**src/rtl/fifo_pkg.sv**
```systemverilog
// Definitions shared by the read- and write-side pointer logic of the dual-clock FIFO.
package fifo_pkg;

   localparam logic [1:0] IDLE  = 2'b00;
   localparam logic [1:0] READ  = 2'b01;
   localparam logic [1:0] EMPTY = 2'b10;

   function automatic logic [31:0] bin2gray(input logic [31:0] b);
      return (b >> 1) ^ b;
   endfunction

   // Only the low w bits of g are meaningful; upper result bits are zero.
   function automatic logic [31:0] gray2bin(input logic [31:0] g, input int unsigned w);
      logic [31:0] b;
      b = '0;
      for (int unsigned i = 0; i < w; i++) begin
         b[i] = ^(g >> i);
      end
      return b;
   endfunction

endpackage

```
**src/rtl/fifo_read_logic_gray2bin.sv**
```systemverilog
// Combinational Gray-to-binary converter: each binary bit is the XOR of all Gray bits at or above it.
module gray2bin #(
   parameter int unsigned W = 3
) (
   input  logic [W-1:0] gray_i,
   output logic [W-1:0] bin_o
);

   always_comb begin
      bin_o = '0;
      for (int unsigned i = 0; i < W; i++) begin
         bin_o[i] = ^(gray_i >> i);
      end
   end

endmodule

```
**src/rtl/fifo_read_logic.sv**
```systemverilog
// Read-domain pointer, empty/level flags, underflow tracking and occupancy FSM of the dual-clock FIFO.
module fifo_read_logic
   import fifo_pkg::IDLE, fifo_pkg::READ, fifo_pkg::EMPTY;
#(
   parameter int unsigned PTR_SZ    = 2,
   parameter int unsigned AE_THRESH = 1
) (
   input  logic              clk,
   input  logic              rst,
   input  logic              rinc,
   input  logic [PTR_SZ:0]   wq2_waddr,
   output logic              rempty,
   output logic              read_en,
   output logic [PTR_SZ-1:0] raddr,
   output logic [PTR_SZ:0]   raddr_gray,
   output logic              rvalid,
   output logic [PTR_SZ:0]   rlevel,
   output logic              ralmost_empty,
   output logic              rerr,
   output logic [1:0]        rstate
);

   localparam logic [PTR_SZ:0] AE_LVL = AE_THRESH[PTR_SZ:0];

   logic [PTR_SZ:0] rbin_q, rbin_d;
   logic [PTR_SZ:0] rgray_q, rgray_d;
   logic [PTR_SZ:0] rlevel_q, rlevel_d;
   logic [PTR_SZ:0] wbin;
   logic            rempty_q, rempty_d;
   logic            rae_q, rae_d;
   logic            rvalid_q;
   logic            rerr_q, rerr_d;
   logic [1:0]      state_q, state_d;

   gray2bin #(.W(PTR_SZ + 1)) u_wptr_g2b (
      .gray_i (wq2_waddr),
      .bin_o  (wbin)
   );

   assign read_en = rinc && !rempty_q;

   // Empty and level look at the post-increment pointer so a read of the
   // last word and a same-cycle write are both reflected at this edge.
   always_comb begin
      rbin_d   = rbin_q + {{PTR_SZ{1'b0}}, read_en};
      rgray_d  = (rbin_d >> 1) ^ rbin_d;
      rempty_d = (rgray_d == wq2_waddr);
      rlevel_d = wbin - rbin_d;
      rae_d    = (rlevel_d <= AE_LVL);
      rerr_d   = rerr_q || (rinc && rempty_q);
   end

   always_ff @(posedge clk or posedge rst) begin
      if (rst) begin
         rbin_q   <= '0;
         rgray_q  <= '0;
         rempty_q <= 1'b1;
         rvalid_q <= 1'b0;
         rlevel_q <= '0;
         rae_q    <= 1'b1;
         rerr_q   <= 1'b0;
      end else begin
         rbin_q   <= rbin_d;
         rgray_q  <= rgray_d;
         rempty_q <= rempty_d;
         rvalid_q <= read_en;
         rlevel_q <= rlevel_d;
         rae_q    <= rae_d;
         rerr_q   <= rerr_d;
      end
   end

   always_comb begin
      state_d = state_q;
      case (state_q)
         IDLE:    if (!rempty_q) state_d = READ;
         READ:    if (rempty_q)  state_d = EMPTY;
         EMPTY:   if (!rempty_q) state_d = READ;
         default: state_d = IDLE;
      endcase
   end

   always_ff @(posedge clk or posedge rst) begin
      if (rst) state_q <= IDLE;
      else     state_q <= state_d;
   end

   assign rempty        = rempty_q;
   assign raddr         = rbin_q[PTR_SZ-1:0];
   assign raddr_gray    = rgray_q;
   assign rvalid        = rvalid_q;
   assign rlevel        = rlevel_q;
   assign ralmost_empty = rae_q;
   assign rerr          = rerr_q;
   assign rstate        = state_q;

endmodule

```
**config.mk**
```make
export PLATFORM = sky130hd
export DESIGN_NAME = fifo_read_logic
export DESIGN_NICKNAME = d
export VERILOG_FILES = /design/src/rtl/fifo_pkg.sv /design/src/rtl/fifo_read_logic_gray2bin.sv /design/src/rtl/fifo_read_logic.sv
export SDC_FILE = /design/constraint.sdc
export NUM_CORES = 1
export LEC_CHECK = 0
export BUFFER_PORTS_ARGS = -buffer_cell sky130_fd_sc_hd__buf_4
export CAP_MARGIN = 10
export CORE_MARGIN = 1.5
export CORE_UTILIZATION = 30
export CTS_CLUSTER_DIAMETER = 100
export DETAILED_ROUTE_END_ITERATION = 8
export PLACE_DENSITY = 0.57
export SYNTH_ARGS = -nofsm -noshare
export SYNTH_HDL_FRONTEND = slang
export SYNTH_SLANG_ARGS = --single-unit
```
**constraint.sdc**
```tcl
create_clock -name clk -period 2.1 [get_ports clk]
set_input_delay 0.525 -clock clk [delete_from_list [all_inputs] [get_ports clk]]
set_output_delay 0.525 -clock clk [all_outputs]
set_load 0.02 [all_outputs]
```
==> metrics.md <==
| Metric | Value |
|---|---|
| Post-synthesis sequential area ratio | 0.573 |
| Leakage | around 0.41 nW |
| Final Critical Period | between 1.5 and 2 ns |
| Post-Syn Nets | 56 |
| Area share of the largest cell type after synthesis | 0.488 |
| Status | completed |
| Synth Register Bits | 14 |
| Distinct cells, synth | 22 |
| CTS Buffer Depth | 2 |
| Top area cells in the synthesized netlist | dfrtp_1 49%, dfstp_2 8.5%, xor2_1 8.5%, ha_1 8.1%, xnor2_1 2.8% |
| Clk_lat worst skew | around 0.28 ns |
| Cell mode on critical path | ha_1 |
| Top-Level Pins | 21 |
| GRT Util Overall | 0.0994 |
| Crit-path max cell delay | 0.56 ns |
| Layout Utilization | 0.440 |
| Main combinational cell family by area after synthesis | XOR/XNOR gates |
| Die area | 2330 µm² |
| Clk sink count | 14 |
| Post-route clock skew | 0.00460 ns |
| TritonCTS Buffers | 3 |
| Post-CTS setup buffer count | 0 |
| # hold bufs at CTS | 0 |
| P&R area growth vs syn | 38.8% |
| Cell taking the most area after synthesis | dfrtp_1 |
| CP Cell Sequence | nor2b_4, ha_1, ha_1, xnor2_1, ha_1, nand2_1, o21ai_2, xor2_1, nor2_1 |
| Kind of critical path | register to register |
| Total gr overflow | 0 |
| Pwr Total | ~1.6 mW |
| DR vias | about 420 |
| Maximum VDD drop | 0.646 mV |
| Achievable frequency | 509 MHz |
| Synthesized cell area | about 620 µm² |
| Final hold vios | 0 |
| Chip Width | 48.3 µm |
| Simple-gate share of the synthesized area | 0.0691 |
| Syn Inst Count | 46 |
| Post-synthesis mux area share | 0.0183 |
| Starting DRT DRC Count | 2 |
| Core Rows | 16 |
| Residual DRC | 0 |
| DR pass1 iterations | 2 |
| Async SR Flop Fraction | 1.00 |
| Adder-cell share of the synthesized area | 0.0813 |
| Gpl congestion | between 0.7 and 0.8 |
| Crit-path leading delay family | adder cells |
| Most common cell after layout, fill and taps aside | buf_4 |
| Layout net count | 83 |
| H-tree levels | 1 |
| Required @ worst endpoint | 2.31 ns |
| Diodes inserted | 0 |
| WP data arrival | around 2.2 ns |
| # setup viols final | 0 |
| Number of max-cap violations | 0 |
| Number of global-route vias before repair | 411 |
| Most frequent cells in the layout | 23 x buf_4, 12 x dfrtp_1, 6 x xor2_1 |
| Max Slew Vio Count | 0 |
| Syn avg cell area | 13.4 µm² |
| Worst Setup Start Kind | register |
| Cell Pwr Density | 1830 nW/µm² |
| Worst path buffer plus inverter count | 0 |
| CTS tree | yes |
| Gates resized, CTS repair | 0 |
| I/O Buffers | 20 |
| Worst Tran Pin Value | about 0.53 ns |
| Yosys warning count | 0 |
| CP Max Fanout | 4 |
| Critical Path Sink Type | register |
| Clk root buf | clkbuf_4 |
| Starting Density | 0.317 |
| Number of cells on the critical path | 9 |
| Antenna-violating nets left | 0 |
| Initial antenna violation count | 0 |
| Synth Area in Compound Gates | 0.0813 |
| Largest net degree at the start of global routing | 15 |
| Final period util | 0.935 |
| Die span in y | 48.3 µm |
| RSZ-0062 raised after global routing | false |
| Post-synth top flop | dfrtp_1 |
| Total Wirelength | around 1.1 mm |
| DR vias/cell | 4.27 |
| Dpl hpwl | 832 µm |
| EDFF count, synth | 0 |
| Max-slew headroom | 0.646 |
| Routed wire per std cell | 10.7 µm |
| Slowest cell on the critical path | dfstp_2 |
| Synth Area in XOR/XNOR | 0.140 |
| First-pass GRT wire length | between 1.5 and 2 mm |
| Clock slew at reported path FFs | 0.09 ns |
| Share of cells above drive strength 1 | 0.472 |
| Worst reg2reg path depth | 9 |
| Worst Hold Class | input pin to asynchronous set/reset pin |
| Core ar. | around 1900 µm² |
## cell families (layout without fill, tap and decap cells)
| group | Yosys count | after routing |
|---|---|---|
| AOI/OAI and AO/OA | 6 | 6 |
| xor gates and xnor gates | 9 | 9 |
| adders and majority gates | 4 | 4 |
| buffers and inverters | 4 | 30 |
| DFF | 14 | 14 |
| muxes | 1 | 1 |
| and+or+nand+nor | 8 | 8 |
## sequential cells by signal, indices dropped and copies added, names as in the netlist
register	flops
rbin_q	3
rerr	1
rempty	1
rstate	2
rvalid	1
raddr_gray	2
rlevel	3
ralmost_empty	1
## area by class of cell
type                            count  area [µm²]
Timing Repair Buffer               23         173
Inverter                            3        11.3
Tap cell                           27        33.8
Sequential cell                    14         353
Multi-Input combinational cell     28         248
Clock buffer                        4        36.3
Fill cell                         194        1090
## layer usage
layer  track usage  up-vias  share of wire
li1              -      200              -
met1         0.104      205           0.42
met2         0.171       16           0.50
met3        0.0370        2          0.064
met4        0.0571        0         0.0094
met5             0        -              0
## synthesized netlist by cell type, drive strengths merged (2+ instances only)
| master | n |
|---|---|
| dfrtp | 12 |
| xor2 | 7 |
| ha | 4 |
| inv | 3 |
| dfstp | 2 |
| nand2 | 2 |
| xnor2 | 2 |
## path summary, 6_finish.rpt
| check | slack, ns | to | start |
|---|---|---|---|
| min reg2reg | 0.48 | rerr | rerr |
| min in group clk | 0.47 | rerr | rinc |
| min | 0.28 | rstate[0] | rst |
| max in group asynchronous | 1.45 | rempty | rst |
| max reg2reg | 0.14 | ralmost_empty | rempty |
| max | 0.14 | ralmost_empty | rempty |
## power by group
group          internal, mW  switching [mW]
sequential            0.417          0.0569
clock                 0.105          0.0870
combinational         0.407           0.493
## through the flow
stage               hold slack (ns)   TNS, ns  instance area, µm²  instances  setup slack, ns
floorplan                     0.413         0                 623         46           0.0203
global placement              0.443  -0.00172                 818         95         -0.00172
CTS                           0.302         0                 855         99            0.106
global route                  0.304         0                 855         99         0.000453
finish                        0.280         0                 855         99            0.136
detailed placement            0.462   -0.0626                 818         95          -0.0549
Note: power is estimated with default switching activity, not from simulation.
